===== src/rtl/c16_pkg.sv =====
// rtl/c16_pkg.sv - shared c16 types: loader state encoding and default frame marker
package c16_pkg;

    typedef enum logic [3:0] {
        ST_IDLE,
        ST_ADDR_HI,
        ST_ADDR_LO,
        ST_CNT_HI,
        ST_CNT_LO,
        ST_DATA_HI,
        ST_DATA_LO,
        ST_CK_HI,
        ST_CK_LO,
        ST_DONE
    } loader_state_t;

    localparam logic [7:0] SYNC_BYTE_DEFAULT = 8'hA5;

endpackage


===== src/rtl/imem_loader_if.sv =====
// rtl/imem_loader_if.sv - host byte stream in, instruction-RAM write port and status out
interface imem_loader_if #(
    parameter int ADDR_W = 16
) ();

    logic [7:0]        in_data;
    logic              in_valid;
    logic              in_ready;
    logic [ADDR_W-1:0] mem_addr;
    logic [15:0]       mem_data;
    logic              mem_wren;
    logic              cpu_hold;
    logic              load_done;
    logic              load_err;

    // master: host side feeding bytes and watching the RAM port / status
    modport master (
        output in_data, in_valid,
        input  in_ready, mem_addr, mem_data, mem_wren, cpu_hold, load_done, load_err
    );

    // slave: the loader itself
    modport slave (
        input  in_data, in_valid,
        output in_ready, mem_addr, mem_data, mem_wren, cpu_hold, load_done, load_err
    );

endinterface


===== src/rtl/imem_loader.sv =====
// rtl/imem_loader.sv - framed byte-stream loader into instruction RAM; IMEM_LOADER_CHECKSUM_EN adds a 16-bit frame checksum
module imem_loader
    import c16_pkg::*;
#(
    parameter int         ADDR_W    = 16,
    parameter logic [7:0] SYNC_BYTE = SYNC_BYTE_DEFAULT
) (
    input  logic         clk,
    input  logic         reset,
    imem_loader_if.slave bus
);

`ifdef IMEM_LOADER_CHECKSUM_EN
    localparam loader_state_t ST_AFTER_DATA = ST_CK_HI;
`else
    localparam loader_state_t ST_AFTER_DATA = ST_DONE;
`endif

    loader_state_t     state_q, state_d;
    logic [7:0]        hi_q, hi_d;
    logic [ADDR_W-1:0] ptr_q, ptr_d;
    logic [15:0]       cnt_q, cnt_d;
    logic [ADDR_W-1:0] mem_addr_q, mem_addr_d;
    logic [15:0]       mem_data_q, mem_data_d;
    logic              mem_wren_q, mem_wren_d;
    logic              in_ready_q, in_ready_d;
    logic              cpu_hold_q, cpu_hold_d;
    logic              load_done_q, load_done_d;
`ifdef IMEM_LOADER_CHECKSUM_EN
    logic [15:0]       sum_q, sum_d;
    logic              load_err_q, load_err_d;
`endif

    logic        in_xfer;
    logic [15:0] word;

    assign in_xfer = bus.in_valid && in_ready_q;
    // hi_q is the only assembly register; every 16-bit field pairs it with the current byte
    assign word    = {hi_q, bus.in_data};

    always_comb begin
        state_d    = state_q;
        hi_d       = hi_q;
        ptr_d      = ptr_q;
        cnt_d      = cnt_q;
        mem_addr_d = mem_addr_q;
        mem_data_d = mem_data_q;
        mem_wren_d = 1'b0;
`ifdef IMEM_LOADER_CHECKSUM_EN
        sum_d      = sum_q;
        load_err_d = load_err_q;
`endif
        if (in_xfer) begin
            case (state_q)
                ST_IDLE: begin
                    if (bus.in_data == SYNC_BYTE) begin
                        state_d = ST_ADDR_HI;
`ifdef IMEM_LOADER_CHECKSUM_EN
                        sum_d      = 16'd0;
                        load_err_d = 1'b0;
`endif
                    end
                end
                ST_ADDR_HI: begin
                    hi_d    = bus.in_data;
                    state_d = ST_ADDR_LO;
                end
                ST_ADDR_LO: begin
                    ptr_d   = ADDR_W'(word);
                    state_d = ST_CNT_HI;
                end
                ST_CNT_HI: begin
                    hi_d    = bus.in_data;
                    state_d = ST_CNT_LO;
                end
                ST_CNT_LO: begin
                    cnt_d   = word;
                    state_d = (word == 16'd0) ? ST_AFTER_DATA : ST_DATA_HI;
                end
                ST_DATA_HI: begin
                    hi_d    = bus.in_data;
                    state_d = ST_DATA_LO;
                end
                ST_DATA_LO: begin
                    mem_addr_d = ptr_q;
                    mem_data_d = word;
                    mem_wren_d = 1'b1;
                    ptr_d      = ptr_q + ADDR_W'(1);
                    cnt_d      = cnt_q - 16'd1;
`ifdef IMEM_LOADER_CHECKSUM_EN
                    sum_d      = sum_q + word;
`endif
                    state_d    = (cnt_q == 16'd1) ? ST_AFTER_DATA : ST_DATA_HI;
                end
`ifdef IMEM_LOADER_CHECKSUM_EN
                ST_CK_HI: begin
                    hi_d    = bus.in_data;
                    state_d = ST_CK_LO;
                end
                ST_CK_LO: begin
                    load_err_d = (word != sum_q);
                    state_d    = ST_DONE;
                end
`endif
                default: ;
            endcase
        end
        // DONE never accepts a byte, so it always falls straight back to IDLE
        if (state_q == ST_DONE) begin
            state_d = ST_IDLE;
        end
        in_ready_d  = (state_d != ST_DONE);
        cpu_hold_d  = (state_d != ST_IDLE);
        load_done_d = (state_d == ST_DONE);
    end

    always_ff @(posedge clk) begin
        if (reset) begin
            state_q     <= ST_IDLE;
            hi_q        <= 8'd0;
            ptr_q       <= '0;
            cnt_q       <= 16'd0;
            mem_addr_q  <= '0;
            mem_data_q  <= 16'd0;
            mem_wren_q  <= 1'b0;
            in_ready_q  <= 1'b0;
            cpu_hold_q  <= 1'b0;
            load_done_q <= 1'b0;
`ifdef IMEM_LOADER_CHECKSUM_EN
            sum_q       <= 16'd0;
            load_err_q  <= 1'b0;
`endif
        end else begin
            state_q     <= state_d;
            hi_q        <= hi_d;
            ptr_q       <= ptr_d;
            cnt_q       <= cnt_d;
            mem_addr_q  <= mem_addr_d;
            mem_data_q  <= mem_data_d;
            mem_wren_q  <= mem_wren_d;
            in_ready_q  <= in_ready_d;
            cpu_hold_q  <= cpu_hold_d;
            load_done_q <= load_done_d;
`ifdef IMEM_LOADER_CHECKSUM_EN
            sum_q       <= sum_d;
            load_err_q  <= load_err_d;
`endif
        end
    end

    assign bus.in_ready  = in_ready_q;
    assign bus.mem_addr  = mem_addr_q;
    assign bus.mem_data  = mem_data_q;
    assign bus.mem_wren  = mem_wren_q;
    assign bus.cpu_hold  = cpu_hold_q;
    assign bus.load_done = load_done_q;
`ifdef IMEM_LOADER_CHECKSUM_EN
    assign bus.load_err  = load_err_q;
`else
    assign bus.load_err  = 1'b0;
`endif

endmodule


===== src/flat_wrapper.sv =====
// flat-port wrapper written by rule: the top's interface ports become plain ports
module imem_loader_flat import c16_pkg::*;
#(
    parameter int         ADDR_W    = 16,
    parameter logic [7:0] SYNC_BYTE = SYNC_BYTE_DEFAULT
)
  (clk, reset, bus_in_data, bus_in_valid, bus_in_ready, bus_mem_addr, bus_mem_data, bus_mem_wren, bus_cpu_hold, bus_load_done, bus_load_err);
  imem_loader_if #(.ADDR_W(ADDR_W)) bus_i ();
  input  logic clk;
  input  logic reset;
  input wire logic [$bits(bus_i.in_data)-1:0] bus_in_data;
  input wire logic [$bits(bus_i.in_valid)-1:0] bus_in_valid;
  output wire logic [$bits(bus_i.in_ready)-1:0] bus_in_ready;
  output wire logic [$bits(bus_i.mem_addr)-1:0] bus_mem_addr;
  output wire logic [$bits(bus_i.mem_data)-1:0] bus_mem_data;
  output wire logic [$bits(bus_i.mem_wren)-1:0] bus_mem_wren;
  output wire logic [$bits(bus_i.cpu_hold)-1:0] bus_cpu_hold;
  output wire logic [$bits(bus_i.load_done)-1:0] bus_load_done;
  output wire logic [$bits(bus_i.load_err)-1:0] bus_load_err;
  assign bus_i.in_data = bus_in_data;
  assign bus_i.in_valid = bus_in_valid;
  assign bus_in_ready = bus_i.in_ready;
  assign bus_mem_addr = bus_i.mem_addr;
  assign bus_mem_data = bus_i.mem_data;
  assign bus_mem_wren = bus_i.mem_wren;
  assign bus_cpu_hold = bus_i.cpu_hold;
  assign bus_load_done = bus_i.load_done;
  assign bus_load_err = bus_i.load_err;
  imem_loader #(.ADDR_W(ADDR_W), .SYNC_BYTE(SYNC_BYTE)) u_core (.clk(clk), .reset(reset), .bus(bus_i));
endmodule

===== config.mk =====
export PLATFORM = sky130hd
export DESIGN_NAME = imem_loader_flat
export DESIGN_NICKNAME = d
export VERILOG_FILES = /design/src/rtl/c16_pkg.sv /design/src/rtl/imem_loader_if.sv /design/src/rtl/imem_loader.sv /design/src/flat_wrapper.sv
export SDC_FILE = /design/constraint.sdc
export NUM_CORES = 1
export LEC_CHECK = 0
export ABC_CLOCK_PERIOD_IN_PS = 4000
export BUFFER_PORTS_ARGS = -buffer_cell sky130_fd_sc_hd__buf_2
export CORE_AREA = 2 2 121 94
export DETAILED_ROUTE_END_ITERATION = 10
export DIE_AREA = 0 0 123 96
export GPL_ROUTABILITY_DRIVEN = 0
export HOLD_SLACK_MARGIN = 0.03
export PLACE_DENSITY = 0.59
export SLEW_MARGIN = 20
export SYNTH_ARGS = -nofsm -noshare
export SYNTH_HDL_FRONTEND = slang
export SYNTH_SLANG_ARGS = --single-unit

===== constraint.sdc =====
create_clock -name clk -period 4 [get_ports clk]
set_input_delay 0.2 -clock clk [delete_from_list [all_inputs] [get_ports clk]]
set_output_delay 0.2 -clock clk [all_outputs]
set_load 0.005 [all_outputs]

* After elaboration in Yosys (flattened, before gate mapping)
Index checks and enable logic that the tools add are counted.
** Storage, ports and cells
- Flip-flop bits (word level) :: 80
- Bits of input ports :: 11
- Output and inout port bits :: 37
** Cells by class
- Add/sub/neg operators :: 2
- Equality and inequality tests :: 11
- Mux-type cells :: 9
- Bitwise gates (word level) :: 1
- Reductions and logical operators :: 12
** Operator list (count)
- 16-bit one-hot mux with 2 select lines :: 2
- 4-bit one-hot mux with 7 select lines :: 1
- 4-bit 2-to-1 mux :: 5
- 16-bit by 1-bit adder with 16-bit output, second input constant :: 1
- 16-bit by 1-bit equality test with 1-bit output, second input constant :: 1
- 16-bit logical NOT :: 1
- 16-bit by 1-bit subtractor with 16-bit output, second input constant :: 1
- 4-bit by 3-bit equality test with 1-bit output, second input constant :: 3
- 4-bit by 2-bit equality test with 1-bit output, second input constant :: 2
- 4-bit equality test, second input constant :: 2
- 8-bit equality test, second input constant :: 1
- 2-bit AND reduction :: 4
- 4-bit by 1-bit equality test with 1-bit output, second input constant :: 1
- 4-bit logical NOT :: 1
- 4-bit != test, second input constant :: 1
- 2-bit nonzero test :: 2
- 4-bit nonzero test :: 1
- 3-bit OR reduction :: 1
- 2-bit OR reduction :: 1
- 1-bit logical AND :: 1
- 1-bit 2-to-1 mux :: 1
- 1-bit inverter :: 1

* Depth between registers and ports, before layout
Gate-level depths: netlist of the first run.
- Word-level depth :: 6
- Gate-level depth with buffers :: 7
- Mapped depth without buffers :: 6

* Least setup slack after synthesis of the first run
No wires, ideal clock.
- Path kind :: register -> register
- From :: reg u_core.cnt_q[7]
- To :: reg u_core.cnt_q[11]
- Arrival :: 1.799 ns
- Data required time :: 3.926 ns
- Path slack :: 2.126 ns
- Cell stages (with the launch flop) :: 5
- Cell sequence :: dfxtp_1 or4_4 or4_4 or3_1 a31oi_1
** On the way
- Cells in the longest elaborated chain, start to end :: 2
** RTL lines
- from (decl) :: line imem_loader.sv:22 : logic [15:0] cnt_q, cnt_d;
- from (signal assigned) :: line imem_loader.sv:137 : cnt_q <= cnt_d;
- 16-bit by 1-bit subtractor with 16-bit output :: line imem_loader.sv:89 : cnt_d = cnt_q - 16'd1;
- 16-bit one-hot mux with 2 select lines :: line imem_loader.sv:54 : case (state_q)
No other way between the ends.
A chain may end at the register's enable or synchronous reset.

* Final worst setup path of the first run
- From :: reg u_core.state_q[2]
- To :: reg u_core.cnt_q[8]
** On the way
- Cells in the longest elaborated chain, start to end :: 3
** RTL lines
- from (decl) :: line imem_loader.sv:19 : loader_state_t state_q, state_d;
- from (signal assigned) :: line imem_loader.sv:134 : state_q <= state_d;
- 4-bit by 3-bit equality test with 1-bit output :: line imem_loader.sv:54
- 2-bit nonzero test (no source line)
- 2-bit AND reduction (no source line)
Several ways; a longest one is shown, not always the timed one.

==> results.toml, run 1 <==
[status]
status = "finished, final reports clean"

[drt]
met3_length_um = 824
routed_wirelength_um = 11240
dr.pass1.iters = 5
viasPerCell = 5.745
avgRoutedWirePerCell_um = 16.86
vias = 3832
m1WireLength_um = 5580
drc = 0
final_antenna_net_count = 0
drtIter0Drc = 476
wl_met2_um = 4642
top_layer = "met4"

[worst_setup_path]
worstPathCellList = "or3b_2 -> nor2_1 -> o21ai_0 -> a32o_1"
crit_fanout = 13
critPathCaptureType = "register"
crit_slowest_cell = "nor2_1"
path_buf_inv = 0
required_ps = 4240
r2r_slack_ps = 1680
rr_startpoint = "u_core.state_q[2]"
critPathTopFamily = "simple AND/OR/NAND/NOR gates"
crit_arrival_ps = 2560
path_class = "reg2reg"
cp.depth = 4
startpoint_type = "register"
reg2reg_depth = 4
max_stage_delay_ps = 710
r2r-end = "u_core.cnt_q[8]"

[synth]
ys_top_cells_by_area = "dfxtp_1 42%, nand2_1 8.5%, a21oi_1 7.9%"
avgSynthCellArea_um2 = 7.790
yosysMostFrequentCell = "nand2_1"
ys_seq_area_share_pct = 41.53
yosys.area.top_type = "dfxtp_1"
yosysWarnings = 0
synth_edf_count = 0
netlist_top_cells_count = "87 x nand2_1, 80 x dfxtp_1, 61 x a21oi_1"
synth_cell_type_count = 54
synth_top_area_share_pct = 41.53
synth_ff_type = "dfxtp_1"
synth-seq-cells = 80
syn_nets = 509
syn-cell-area_um2 = 3856
synthCells = 495
synth-async-reset-ratio_pct = 0

[clocking]
cts_buffers = 9
clk_pin_slew_ps = 60
htree_levels = 3
cts_setup_buffers = 0
clockBufferDepth = 2
cts_num_sinks = 80
ctsHoldBuffers = 0
post_cts_resized = 0
root_buffer = "clkbuf_16"
insertion_delay_ps = 350
cts_tree = "done"

[placed_design]
dpl.hpwl_um = 7569
place_inst = 651
io_buffers = 46

[floorplanning]
rows = 33
core_area_um2 = 10650
start_util_pct = 36.20
die_h_um = 96
die_area_um2 = 11810
dieWidth_um = 123
boundaryPins = 48

[finish]
fin_cells = 667
antennaDiodeCount = 0
multi_input_area_um2 = 2096
layout.nets = 536
register_area_um2 = 1602
syn_to_final_growth_pct = 16.94
drive_gt1_share_pct = 15.56
n_fill_cell = 1104

[power]
p_switching_w = 0.0003965
swShare_pct = 22.53
ir_drop_uv = 178.1
p_leak_nw = 1.631
seq_power_share_pct = 45.3
power.density_nw_per_um2 = 390.4
p_clk_share_pct = 51.9
pwr-share-comb_pct = 2.7
internal_power_w = 0.001364

[sta]
final-setup-viol-count = 0
relSlewSlack_pct = 36.97
fin_crit_sh_pct = 58.05
fmaxAchievable_ghz = 0.4307
rsz0062_at_grt = "no"
tightestPinTransition_ps = 945.5
fin_setup_tns_ps = 0
period_needed_ps = 2322
fin_skew_ps = 6.150
finalHoldViolCount = 0
finalMaxSlewViolations = 0

[global_route]
grt_pass1_wl_um = 18000
grt_max_degree = 52
overflow = 0
antenna_found_initial = 0
grt.total_usage_pct = 19.85
grt_pass1_vias = 3418

[hold_path]
hp-class = "in2reg"
min_from = "bus_in_data[6]"
worst_hold_path.num_cells = 3
whs_endpoint = "u_core.bus.mem_data[6]"

[job]
drv_cap = 0
[sequential cells by signal, summed over array words and instances, names as in the netlist]
| register | cells |
|---|---|
| u_core.bus.load_done | 1 |
| u_core.state_q | 4 |
| u_core.bus.in_ready | 1 |
| u_core.bus.mem_addr | 16 |
| u_core.cnt_q | 16 |
| u_core.bus.mem_wren | 1 |
| u_core.ptr_q | 16 |
| u_core.bus.mem_data | 16 |
| u_core.bus.cpu_hold | 1 |
| u_core.hi_q | 8 |
[metal layers]
| layer | vias to the layer above | global-route usage, % |
|---|---|---|
| met5 | - | 0 |
| li1 | 1852 | - |
| met4 | 0 | 6.723 |
| met2 | 141 | 28.04 |
| met1 | 1820 | 29.10 |
| met3 | 19 | 5.036 |
[cells in the final DEF (no fill, tap or decap), drive strengths merged, types with 9 or more instances in the layout]
master	instances
nand2	87
dfxtp	80
a21oi	61
buf	51
nor2	38
o21ai	23
inv	13
nor4	12
nand3	11
nand4	11
a31oi	11
mux2i	10
nor3	9
clkbuf	9
[stage by stage]
stage	total power, W	instance area, um2	hold slack [ps]	setup slack, ps	util [%]
final	0.001760	4509	147.8	1678	42.33
after global routing	0.001812	4509	166.4	1437	42.33
after CTS	0.001773	4509	137.7	1697	42.33
after detailed placement	0.0008635	4182	445.8	1712	39.25
after global placement	0.0008636	4179	439.6	1488	39.23
after floorplan	0.0008417	3856	336.0	2126	-
[kinds of logic after synthesis]
logic type | synth area share, %
DFF | 41.53
and+or+nand+nor | 26.54
AOI/OAI and AO/OA | 23.62
other | 0.09725
buffers and inverters | 4.640
adders and majority gates | 0.9735
muxes | 2.596
[power groups by stage]
| stage | logic (W) | clock network (W) | registers (W) |
|---|---|---|---|
| 6_report | 0.0000483 | 0.000914 | 0.000798 |
| 5_1_grt | 0.0000526 | 0.000961 | 0.000798 |
| 4_1_cts | 0.0000475 | 0.000928 | 0.000798 |
| 3_5_place_dp | 0.0000473 | 0 | 0.000816 |
| 3_3_place_gp | 0.0000474 | 0 | 0.000816 |
| 2_1_floorplan | 0.0000259 | 0 | 0.000816 |
[tightest hold or removal path: stages]
cell and delay (ps):
buf_2 140, nand2_1 60, a21oi_1 50
[cell type report]
type,instances,share of cell area [%]
multi-input combinational,369,46.48
sequential,80,35.52
timing repair buffer,51,5.938
clock buffer,9,4.994
tap,140,3.885
clock inverter,7,2.275
inverter,11,0.9157
[worst max-delay path by stage]
stage	endpoint	slack, ps	from
finish	u_core.cnt_q[8]	1680	u_core.state_q[2]
global route	u_core.bus.mem_data[0]	1440	u_core.state_q[1]
CTS	u_core.bus.mem_data[11]	1700	u_core.state_q[1]
detailed placement	u_core.bus.mem_data[8]	1710	u_core.state_q[1]
global placement	u_core.bus.mem_data[2]	1490	u_core.state_q[1]
floorplan	u_core.cnt_q[11]	2130	u_core.cnt_q[7]
Note: power is estimated with default switching activity, not from simulation.
==> inputs of run 2 (changes only) <==
- ABC_CLOCK_PERIOD_IN_PS: 4000 -> 2200
- clock period: 4 -> 2.2 ns (I/O delays scaled with it)
==> run 2 against run 1 <==
  * Critical path depth did not move
  * Worst hold slack got worse by 93 ps
  * Core utilization rose by 1.1 points
  * Sequential share of layout area fell by 0.87 points
  * Critical path type unchanged
==> results.toml, run 2 (same netlist as run 1, synthesis figures left out) <==
[status]
status = "finished, final reports clean"

[global_route]
overflow = 0
grt.total_usage_pct = 20.81
grt_max_degree = 77
antenna_found_initial = 0
grt_pass1_vias = 3542
grt_pass1_wl_um = 19050

[drt]
drc = 0
vias = 3895
viasPerCell = 5.736
dr.pass1.iters = 5
avgRoutedWirePerCell_um = 16.83
drtIter0Drc = 370
routed_wirelength_um = 11430
final_antenna_net_count = 0

[worst_setup_path]
crit_path_start = "u_core.cnt_q[7]"
crit_fanout = 6
crit_arrival_ps = 2370
critPathCaptureType = "register"
rr_startpoint = "u_core.cnt_q[7]"
startpoint_type = "register"
required_ps = 2490
reg2reg_depth = 4
path_class = "reg2reg"
r2r_slack_ps = 120
r2r-end = "u_core.bus.load_done"
cp-endpoint = "u_core.bus.load_done"

[finish]
drive_gt1_share_pct = 17.25
layout.nets = 548
syn_to_final_growth_pct = 19.89
final_cell_mix = "87 x nand2_1, 80 x dfxtp_1, 61 x a21oi_1"
final_util_pct = 43.40
fin_cells = 679
antennaDiodeCount = 0
n_fill_cell = 1081
layout_commonest_cell = "nand2_1"
stdcell_area_um2 = 4623

[clocking]
post_cts_resized = 0
clk_pin_slew_ps = 60
htree_levels = 3
cts_setup_buffers = 0
clockBufferDepth = 2
ctsHoldBuffers = 0
cts_buffers = 9
cts_tree = "done"
cts_num_sinks = 80
insertion_delay_ps = 340
root_buffer = "clkbuf_16"

[floorplanning]
die_area_um2 = 11810
core_area_um2 = 10650
boundaryPins = 48
start_util_pct = 36.20
rows = 33
die_h_um = 96
dieWidth_um = 123

[sta]
finalMaxSlewViolations = 0
relSlewSlack_pct = 62.07
fin_setup_tns_ps = 0
fin_ws_ps = 120.2
period_needed_ps = 2080
rsz0062_at_grt = "no"
finalHoldViolCount = 0
final-setup-viol-count = 0
tightestPinTransition_ps = 563.7
fin_skew_ps = 7.593
fin_crit_sh_pct = 94.54
fmaxAchievable_ghz = 0.4808

[placed_design]
place_ws_ps = 138.5
place_inst = 663
io_buffers = 46
dpl.hpwl_um = 7937
placed_cell_area_um2 = 4307

[power]
p_leak_nw = 1.697
power.density_nw_per_um2 = 673.5
ir_drop_uv = 530.5

[hold_path]
min_from = "bus_in_data[6]"
hp-class = "in2reg"

[job]
drv_cap = 0
run 2: critical path: stages (launching register included):
cell     delay (ps)
dfxtp_1         360
or4_4           590
or4_4           460
o32ai_1         430
and2_1          190
run 2: cell type report:
type / instances / area [um2] / share of cell area, %
inverter: 11 / 41.29 / 0.8931
clock buffer: 11 / 252.7 / 5.467
clock inverter: 5 / 63.81 / 1.380
sequential: 80 / 1602 / 34.64
tap: 140 / 175.2 / 3.789
timing repair buffer: 63 / 395.4 / 8.552
multi-input combinational: 369 / 2093 / 45.28
run 2: per-stage QoR:
stage / hold WS (ps) / power [W]
after global placement: 405.2 / 0.001576
after CTS: 41.90 / 0.003150
after detailed placement: 408.1 / 0.001576
final: 55.05 / 0.003114
after floorplan: 246.0 / 0.001530
after global routing: 87.94 / 0.003219
run 2: worst min-delay path by stage:
stage                                  end  depth (start not counted)  slack (ps)
floorplan           u_core.bus.mem_data[0]                          2         250
global placement    u_core.bus.mem_data[6]                          3         410
detailed placement  u_core.bus.mem_data[6]                          3         410
CTS                 u_core.bus.mem_data[6]                          3          40
global route        u_core.bus.mem_data[6]                          3          90
finish              u_core.bus.mem_data[6]                          3          60
run 2: routing by layer:
metal | track usage (%) | vias up | part of all wire [%]
met5 | 0 | - | 0
met4 | 5.398 | 0 | 1.1
met3 | 6.813 | 16 | 9.2
met2 | 30.16 | 167 | 42
met1 | 29.59 | 1830 | 47
li1 | - | 1882 | -
run 2: report_power, final:
| part | switching, W | internal [W] |
|---|---|---|
| combinational | 0.0000665 | 0.0000268 |
| sequential | 0.00000144 | 0.00145 |
| clock | 0.000621 | 0.000949 |
| total | 0.000689 | 0.00243 |
